==> src/rtl/fan_speed.sv <==
// rtl/fan_speed.sv - fixed-period PWM fan enable with boundary-latched duty
// Optional soft-start duty ramp: define FAN_SPEED_SOFTSTART_EN.
module fan_speed #(
  parameter int WIDTH     = 8,
  parameter int SOFT_STEP = 8
) (
  input  logic             clk,
  input  logic             arst,
  input  logic [WIDTH-1:0] speed,
  output logic             pwm_data
);

  logic [WIDTH-1:0] cnt;
  logic [WIDTH-1:0] duty;
  logic [WIDTH-1:0] duty_next;

  // A zero step would freeze the soft-start ramp forever.
  if (SOFT_STEP < 1) begin : g_bad_soft_step
    $error("fan_speed: SOFT_STEP must be at least 1");
  end

`ifdef FAN_SPEED_SOFTSTART_EN
  localparam logic [WIDTH+1:0] STEP = (WIDTH+2)'(SOFT_STEP);

  // Two guard bits keep duty +/- STEP from wrapping before the clamp.
  always_comb begin
    duty_next = duty;
    if (speed > duty) begin
      if ({2'b00, duty} + STEP > {2'b00, speed})
        duty_next = speed;
      else
        duty_next = WIDTH'({2'b00, duty} + STEP);
    end else if (speed < duty) begin
      if ({2'b00, duty} < {2'b00, speed} + STEP)
        duty_next = speed;
      else
        duty_next = WIDTH'({2'b00, duty} - STEP);
    end
  end
`else
  always_comb begin
    duty_next = speed;
  end
`endif

  always_ff @(posedge clk) begin
    if (arst) begin
      cnt <= '0;
`ifdef FAN_SPEED_SOFTSTART_EN
      duty <= '0;
`else
      duty <= speed;
`endif
    end else begin
      cnt <= cnt + WIDTH'(1);
      // Duty only moves at the wrap so a period is never cut short.
      if (cnt == '1)
        duty <= duty_next;
    end
  end

  assign pwm_data = (cnt < duty) && !arst;

endmodule

==> config.mk <==
export PLATFORM = sky130hd
export DESIGN_NAME = fan_speed
export DESIGN_NICKNAME = d
export VERILOG_FILES = /design/src/rtl/fan_speed.sv
export SDC_FILE = /design/constraint.sdc
export NUM_CORES = 1
export LEC_CHECK = 0
export CAP_MARGIN = 10
export CORE_UTILIZATION = 29
export DETAILED_ROUTE_END_ITERATION = 10
export DONT_BUFFER_PORTS = 1
export SLEW_MARGIN = 20
export SYNTH_ARGS = -nofsm -noshare
export SYNTH_HDL_FRONTEND = slang
export SYNTH_SLANG_ARGS = --single-unit
export TNS_END_PERCENT = 100
==> constraint.sdc <==
create_clock -name clk -period 3.5 [get_ports clk]
set_input_delay 0.7 -clock clk [delete_from_list [all_inputs] [get_ports clk]]
set_output_delay 0.7 -clock clk [all_outputs]
set_load 0.01 [all_outputs]
==> run metrics, run 1 <==
Seq/Total Area, Yosys 0.5342; vias in the first global route 425; Int Pwr 259.3 uW; initial antenna violation count 0; Top-Level Pins 11; DRC viols 0; vias ~480; Max Transition Viols Final 0; Post-synth top cells dfxtp_1, edfxtp_1, ha_1; CTS resizes 0; total power between 300 and 400 uW; vias per cell 4.878; sw frac 0.2306; critical path arrival ~2.1 ns; Synth Register Bits 16; Initial Util 0.3053; Post-synth EDFFs 8; DR iter-0 viols 2; layout cells sized above 1 0.05882; row count 18; startpoint types flop; leakage power 0.0003235 uW; CTS tree built; Fin Setup TNS 0 ns; post-DR wirelength/cell 11.46 um; Antenna Cells 0; Final min period 2.788 ns; Min Hold Slack between 0.4 and 0.5 ns; asr flop ratio synth 0; H-tree levels 1; unique cell type count in the Yosys netlist 26; r2r setup slk 1.98 ns; total track usage 0.09849; max_slew headroom 0.4151; final WL between 1000 and 1500 um; YS warnings 0; Net Sw Power just under 80 uW; post-synth top area share 0.3205; Nets 87; CP max FO 5; core area around 2500 um2; grt total ovfl 0; Filler cells 250; clock skew roughly 0.0021 ns; synth top area cells edfxtp_1, dfxtp_1, ha_1; Post-DRT Antenna Nets 0; DP HPWL approximately 830 um; clock share of power 0.304; Die Width 52.84 um; Clk pin slew, worst setup/hold paths roughly 0.1 ns; Max Fclk ~0.36 GHz; syn avg cell area between 10 and 15 um2; CTS Buffer Depth 2; crit path kind flop to primary output; non-filler instance count after layout between 90 and 100; peak supply drop a little under 0.3 mV; Crit Reg-Reg Startpoint cnt[0]$_SDFF_PP0_; R2R cell count 3; Syn Nets 83; Final period util 0.7966; Die H 52.84 um; max_cap viols 0; Area growth, synth to finish 6.678%; first-pass GRT wire length about 1900 um; Hold-fix buffers, CTS 0; Hold Crit Class input pin to flop; worst slew pin tran 0.8552 ns; Clock Latency Late Sink 0.29 ns; # setup viols final 0; Seq pwr share 0.632; CTS Root Cell clkbuf_4; crit path launch cnt[3]$_SDFF_PP0_; largest net degree at the start of global routing 12; endpoints failing hold 0; hold wc startpoint arst; Num CTS Buffers 3; P per Cell Area about 420 nW/um2; CP endpoint pwm_data; Syn Std Cell Area between 700 and 800 um2; Post-synth top flop edfxtp_1; Final Util 0.3257; routability cong. between 0.7 and 0.8; die area 2792 um2; Port-buffer cells 0; Post-CTS Setup Repair Bufs 0; r2r endpoint duty[1]$_DFFE_PP_; CP Data Required Time about 2.8 ns; logic gate share of total power 0.064; placed insts 94; drt pass-1 iters 4; crit end category primary output; status completed; cell type with the largest total area after synthesis edfxtp_1; RSZ-0062 raised after global routing no; CTS Sinks 16; Synth Instances between 60 and 70
-- power groups by stage --
stage / clock network [uW] / logic, uW / registers (uW)
CTS: 105 / 22.0 / 213
floorplan: 0 / 19.8 / 216
finish: 102 / 21.6 / 213
global route: 111 / 26.0 / 215
detailed placement: 0 / 21.8 / 218
global placement: 0 / 21.1 / 217
-- worst min path at each step --
stage | to | depth (start not counted)
global placement | cnt[0]$_SDFF_PP0_ | 1
CTS | cnt[3]$_SDFF_PP0_ | 1
floorplan | cnt[0]$_SDFF_PP0_ | 1
detailed placement | cnt[0]$_SDFF_PP0_ | 1
global route | cnt[3]$_SDFF_PP0_ | 1
finish | cnt[5]$_SDFF_PP0_ | 1
-- worst max-delay path, stage by stage (launching register included) --
cell and delay (ns):
dfxtp_1 0.42, ha_1 0.27, a211oi_1 0.23, o21ai_1 0.10
a2111oi_0 0.78
-- cell families after synthesis --
kind of cell,share of synthesized area
adder cells (fa/ha/maj),0.1336
buffers and inverters,0.05342
XOR/XNOR,0.03506
flip-flops,0.5342
AND/OR/NAND/NOR,0.1202
AO/OA/AOI/OAI,0.1235
-- placed cells by master, fill, tap and decap left out, drive strengths merged, types with 3 or more instances in the layout --
cell	count
a21oi	4
clkbuf	3
dfxtp	8
edfxtp	8
ha	8
inv	7
nand3	3
nor2	5
-- metal layers --
layer / vias up / share of wire / track usage
met5: - / 0 / 0
met4: 0 / 0.043 / 0.07895
met3: 5 / 0.037 / 0.02319
met2: 9 / 0.45 / 0.1540
met1: 222 / 0.47 / 0.1131
li1: 242 / - / -
-- sequential cells by signal, summed over array words and instances (netlist names) --
register	flops
cnt	8
duty	8
-- cell type report --
cell class | instances | area (um2) | share of cell area
Clock buffer | 3 | 22.52 | 0.02817
Clock inverter | 1 | 3.754 | 0.004695
Inverter | 7 | 26.28 | 0.03286
Multi-Input combinational cell | 41 | 309.0 | 0.3865
Sequential cell | 16 | 400.4 | 0.5008
Tap cell | 30 | 37.54 | 0.04695
-- per-stage QoR --
step,area [um2],setup slack (ns)
after floorplan,749.5,1.176
after global placement,773.2,1.059
after detailed placement,773.2,1.014
after CTS,799.5,0.6817
after global routing,799.5,0.5705
final,799.5,0.7119
(Power assumes the default switching activity.)
==> inputs of run 2 (changes only) <==
==> constraint.sdc (replaced) <==
create_clock -name clk -period 2.3 [get_ports clk]
set_input_delay 0.46 -clock clk [delete_from_list [all_inputs] [get_ports clk]]
set_output_delay 0.46 -clock clk [all_outputs]
set_load 0.01 [all_outputs]
==> run metrics, run 2 (same netlist as run 1, synthesis figures left out) <==
Die Width 52.84 um (unchanged); layout cells sized above 1 0.1594 (was 0.05882); peak supply drop 0.4812 mV (was 0.2888 mV); crit end category primary output (unchanged); DP HPWL 847.6 um (was 829.1 um); max_slew headroom 0.8239 (was 0.4151); non-filler instance count after layout 99 (was 98); Clk pin slew, worst setup/hold paths 0.09 ns (was 0.10 ns); Port-buffer cells 0 (unchanged); Top-Level Pins 11 (unchanged); Max Fclk between 0.4 and 0.5 GHz; total power 547.7 uW (was 337.0 uW); Net Sw Power 116.9 uW (was 77.69 uW); initial antenna violation count 0 (unchanged); CP max-delay cell dfxtp_1 (was a2111oi_0); DR iter-0 viols 10 (was 2); worst slew pin tran 0.2636 ns (was 0.8552 ns); leakage power 0.0003347 uW (was 0.0003235 uW); Final min period roughly 2.2 ns; status completed (unchanged); first-pass GRT wire length 1800 um (was 1869 um); CTS Sinks 16 (unchanged); max_cap viols 0 (unchanged); CP max FO 6 (was 5); family with the most delay on the worst path compound AO/OA/AOI/OAI gates (unchanged); Hold Crit Class input pin to flop (unchanged); CTS Root Cell clkbuf_4 (unchanged); r2r setup slk 0.81 ns (was 1.98 ns); routability cong. 0.7643 (was 0.7598); r2r endpoint duty[0]$_DFFE_PP_ (was duty[1]$_DFFE_PP_); logic gate share of total power 0.068 (was 0.064); Final WS setup 0.09335 ns (was 0.7119 ns); crit path kind flop to primary output (unchanged); DRC viols 0 (unchanged); Clock Latency Late Sink 0.29 ns (about the same); vias in the first global route 411 (was 425); Final period util 0.9594; H-tree levels 1 (unchanged); P per Cell Area 650.4 nW/um2 (was 421.4 nW/um2); Die H 52.84 um (unchanged); Num CTS Buffers 3 (unchanged); Seq pwr share 0.593 (was 0.632); Nets 88 (was 87); placed insts 95 (was 94); Post-Place Cell Area 780.7 um2 (was 773.2 um2); CP max stage delay 0.47 ns (was 0.78 ns); Filler cells 239 (was 250); hold wc startpoint arst (unchanged); Setup WS pre-CTS 0.2734 ns (was 1.014 ns); final WL 1108 um (was 1123 um); grt total ovfl 0 (unchanged); R2R cell count 3 (unchanged); Int Pwr 430.8 uW (was 259.3 uW); critical path arrival 1.75 ns (was 2.09 ns); Regs by FF count cnt (8), duty (8) (unchanged); CTS Buffer Depth 2 (unchanged); CP Cell Sequence ha_1 > o211ai_1 > o21ai_1 > a2111oi_2 > buf_4 (was ha_1 > a211oi_1 > o21ai_1 > a2111oi_0); endpoints failing hold 0 (unchanged); Antenna Cells 0 (unchanged); Hold-fix buffers, CTS 0 (unchanged); Critical path buffers and inverters 1 (was 0); largest net degree at the start of global routing 12 (unchanged); worst hold endpoint cnt[3]$_SDFF_PP0_ (was cnt[5]$_SDFF_PP0_); Final Instance Area 842.1 um2 (was 799.5 um2); drt pass-1 iters 3 (was 4); clock share of power 0.339 (was 0.304); total track usage 0.09294 (was 0.09849); WHS Path Cells 1 (unchanged); vias 479 (was 478); startpoint types flop (unchanged); sw frac 0.2134 (was 0.2306); Max Transition Viols Final 0 (unchanged); Final Util 0.3430 (was 0.3257); CP Data Required Time 1.84 ns (was 2.80 ns); Crit Reg-Reg Startpoint cnt[0]$_SDFF_PP0_ (unchanged); RSZ-0062 raised after global routing yes (was no); die area 2792 um2 (unchanged); CTS tree built (unchanged); core area 2455 um2 (unchanged); Initial Util 0.3053 (unchanged); Post-DRT Antenna Nets 0 (unchanged); commonest non-fill, non-tap cells in the layout edfxtp_1, ha_1, dfxtp_1 (was ha_1, dfxtp_1, edfxtp_1); Area growth, synth to finish 12.35% (was 6.678%); post-DR wirelength/cell 11.19 um (was 11.46 um); # setup viols final 0 (unchanged); most common cell after layout, fill and taps aside edfxtp_1; row count 18 (unchanged); vias per cell 4.838 (was 4.878); clock skew 0.01188 ns (was 0.002112 ns)
## run 2: changes by cell type in the layout (fill, tap and decap cells not counted), sizes merged
| cell | delta |
|---|---|
| clkinv | -1 |
| clkbuf | +1 |
| buf | +1 |
## run 2: worst register-to-register path, stage by stage (launching register included)
cell,delay [ns]
dfxtp_1,0.40
ha_1,0.23
and4_1,0.24
a41o_2,0.32
## run 2: layout make-up
cell class	instances	area, um2	share of cell area
Sequential cell	16	401.6	0.4770
Multi-Input combinational cell	41	332.8	0.3952
Tap cell	30	37.54	0.04458
Clock buffer	4	36.28	0.04309
Inverter	7	26.28	0.03120
Timing Repair Buffer	1	7.507	0.008915
## run 2: worst max path at each step
| stage | to | start | slack, ns | depth (start not counted) |
|---|---|---|---|---|
| floorplan | pwm_data | cnt[3]$_SDFF_PP0_ | 0.22 | 4 |
| global placement | pwm_data | cnt[3]$_SDFF_PP0_ | 0.28 | 5 |
| detailed placement | pwm_data | cnt[3]$_SDFF_PP0_ | 0.27 | 5 |
| CTS | pwm_data | duty[3]$_DFFE_PP_ | 0.02 | 6 |
| global route | pwm_data | duty[3]$_DFFE_PP_ | -0.05 | 6 |
| finish | pwm_data | cnt[2]$_SDFF_PP0_ | 0.09 | 5 |
## run 2: metrics by stage
step,hold slack [ns],setup TNS (ns)
floorplan,0.4413,0
global placement,0.4674,0
detailed placement,0.4747,0
CTS,0.2275,0
global route,0.2172,-0.04812
finish,0.2345,0
## run 2: metal layers
layer	share of wire	GRT usage	wire, um	vias up
met5	0	0	0	-
met4	0.024	0.05263	27	0
met3	0.031	0.01739	34	4
met2	0.45	0.1435	503	8
met1	0.49	0.1197	543	222
li1	-	-	-	245
## run 2: power groups by stage
| stage | sequential, uW | clock [uW] | combinational (uW) |
|---|---|---|---|
| CTS | 324 | 191 | 34.5 |
| floorplan | 329 | 0 | 30.2 |
| global route | 326 | 199 | 43.5 |
| global placement | 331 | 0 | 33.4 |
| detailed placement | 331 | 0 | 33.7 |
| finish | 325 | 186 | 37.0 |
## run 2: what timing repair did
| action | 4_1_cts | 5_1_grt |
|---|---|---|
| buffers inserted | 0 | 0 |
| pin swaps | 1 | 2 |
| endpoints found under the setup margin | 1 | 1 |
| resized for setup | 1 | 5 |
==> inputs of run 3 (changes only) <==
--- a/config.mk
+++ b/config.mk
@@ -6,9 +6,10 @@
 export NUM_CORES = 1
 export LEC_CHECK = 0
 export CAP_MARGIN = 10
-export CORE_UTILIZATION = 29
+export CORE_UTILIZATION = 40
 export DETAILED_ROUTE_END_ITERATION = 10
 export DONT_BUFFER_PORTS = 1
+export SKIP_LAST_GASP = 1
 export SLEW_MARGIN = 20
 export SYNTH_ARGS = -nofsm -noshare
 export SYNTH_HDL_FRONTEND = slang
==> run metrics, run 3 (same netlist as run 1, synthesis figures left out) <==
DR iter-0 viols 5 (was 10); Port-buffer cells 0 (unchanged); vias in the first global route 415 (was 411); DP HPWL 785.6 um (was 847.6 um); grt total ovfl 0 (unchanged); placed insts 90 (was 95); Post-Place Cell Area 774.5 um2 (was 780.7 um2); Final Instance Area 827.0 um2 (was 842.1 um2); vias 454 (was 479); Top-Level Pins 11 (unchanged); critical path arrival 1.75 ns (about the same); Final WS setup 0.08726 ns (was 0.09335 ns); row count 15 (was 18); WL met2 485 um (was 503 um); CP Data Required Time 1.84 ns (about the same); worst slew pin tran 0.2881 ns (was 0.2636 ns); Final Util 0.4738 (was 0.3430); Final min period 2.213 ns (was 2.207 ns); Max Fclk 0.4519 GHz (was 0.4532 GHz); Hold-fix buffers, CTS 0 (unchanged); Max Transition Viols Final 0 (unchanged); Antenna Cells 0 (unchanged); drt pass-1 iters 4 (was 3); CTS Buffer Depth 2 (unchanged); Clock Latency Late Sink 0.27 ns (was 0.29 ns); sw frac 0.2095 (was 0.2134); final WL 1047 um (was 1108 um); Crit Reg-Reg Startpoint cnt[0]$_SDFF_PP0_ (unchanged); post-DR wirelength/cell 11.14 um (was 11.19 um); clock share of power 0.281 (was 0.339); crit end category primary output (unchanged); Post-CTS Setup Repair Bufs 0 (unchanged); endpoints failing hold 0 (unchanged); Die Width 45.29 um (was 52.84 um); Initial Util 0.4294 (was 0.3053); core area 1745 um2 (was 2455 um2); Nets 88 (unchanged); crit path kind flop to primary output (unchanged); max layer used met4 (unchanged); status completed (unchanged); P per Cell Area 608.3 nW/um2 (was 650.4 nW/um2); clock skew 0.001083 ns (was 0.01188 ns); CP max FO 2 (was 6); largest net degree at the start of global routing 12 (unchanged); most common cell after layout, fill and taps aside edfxtp_1 (unchanged); first-pass GRT wire length 1759 um (was 1800 um); Clk pin slew, worst setup/hold paths 0.08 ns (was 0.09 ns); DRC viols 0 (unchanged); Area growth, synth to finish 10.35% (was 12.35%); routability cong. 0.7686 (was 0.7643); Net Sw Power 105.4 uW (was 116.9 uW); non-filler instance count after layout 94 (was 99); logic gate share of total power 0.074 (was 0.068); CTS Sinks 16 (unchanged); CTS Root Cell clkbuf_4 (unchanged); Post-DRT Antenna Nets 0 (unchanged); total track usage 0.1269 (was 0.09294); Final period util 0.9621 (was 0.9594); Setup WS pre-CTS 0.1902 ns (was 0.2734 ns); startpoint types flop (unchanged); max_cap viols 0 (unchanged); Num CTS Buffers 3 (unchanged); max_slew headroom 0.8076 (was 0.8239); leakage power 0.0003295 uW (was 0.0003347 uW); Regs by FF count cnt (8), duty (8) (unchanged); CTS tree built (unchanged); Die H 45.29 um (was 52.84 um); initial antenna violation count 0 (unchanged); met3 WL 46 um (was 34 um); r2r setup slk 0.80 ns (was 0.81 ns); layout cells sized above 1 0.1594 (unchanged); peak supply drop 0.3508 mV (was 0.4812 mV); H-tree levels 1 (unchanged); Seq pwr share 0.645 (was 0.593); crit path launch duty[3]$_DFFE_PP_ (was cnt[2]$_SDFF_PP0_); vias per cell 4.830 (was 4.838); Int Pwr 397.7 uW (was 430.8 uW); commonest non-fill, non-tap cells in the layout edfxtp_1, ha_1, inv_1, dfxtp_1, nor2_1 (was edfxtp_1, ha_1, dfxtp_1); wl on met1 507 um (was 543 um); die area 2051 um2 (was 2792 um2); Hold Crit Class input pin to flop (unchanged); hold wc startpoint arst (unchanged); # setup viols final 0 (unchanged)
[run 3: changes by cell type in the layout (fill, tap and decap cells not counted), sizes merged]
| cell | change |
|---|---|
| clkbuf | -1 |
| clkinv | +1 |
[run 3: area by class of cell]
type	count	area, um2
Clock buffer	3	22.52
Tap cell	25	31.28
Timing Repair Buffer	1	7.507
Sequential cell	16	402.9
Fill cell	166	918.4
Inverter	7	26.28
Clock inverter	1	3.754
Multi-Input combinational cell	41	332.8
[run 3: power by group through the flow]
stage	logic [uW]	clock network (uW)	registers (uW)
2_1_floorplan	30.2	0	329
3_3_place_gp	33.1	0	331
3_5_place_dp	33.7	0	331
4_1_cts	35.3	151	324
5_1_grt	42.9	160	327
6_report	37.1	142	324
[run 3: final timing paths]
path                            end  cells past startpoint
setup / recovery           pwm_data                      6
hold / removal    cnt[2]$_SDFF_PP0_                      1
setup reg to reg  duty[3]$_DFFE_PP_                      3
hold reg to reg   cnt[0]$_SDFF_PP0_                      1
[run 3: through the flow]
step	setup TNS, ns	hold WS (ns)	power, uW
6_report	0	0.2383	503.1
5_1_grt	-0.04493	0.2188	529.5
4_1_cts	0	0.2205	510.5
3_5_place_dp	0	0.4668	364.4
3_3_place_gp	0	0.4652	363.7
2_1_floorplan	0	0.4413	359.0
[run 3: worst max-delay path, cell delays in order (launching register included)]
cell       delay, ns
edfxtp_1        0.38
inv_2           0.07
ha_4            0.19
a211oi_2        0.17
o21ai_1         0.10
a2111oi_2       0.38
buf_4           0.18
[run 3: metal layers]
layer / up-vias / track usage
met3: 2 / 0.07200
met2: 9 / 0.1942
met4: 0 / 0.03636
met5: - / 0
met1: 201 / 0.1519
li1: 242 / -
[run 3: what timing repair did]
item,in CTS,in global routing
endpoints found under the hold margin,0,0
cloned,0,0
resized for setup,3,4
endpoints found under the setup margin,1,1
pin swaps,1,2
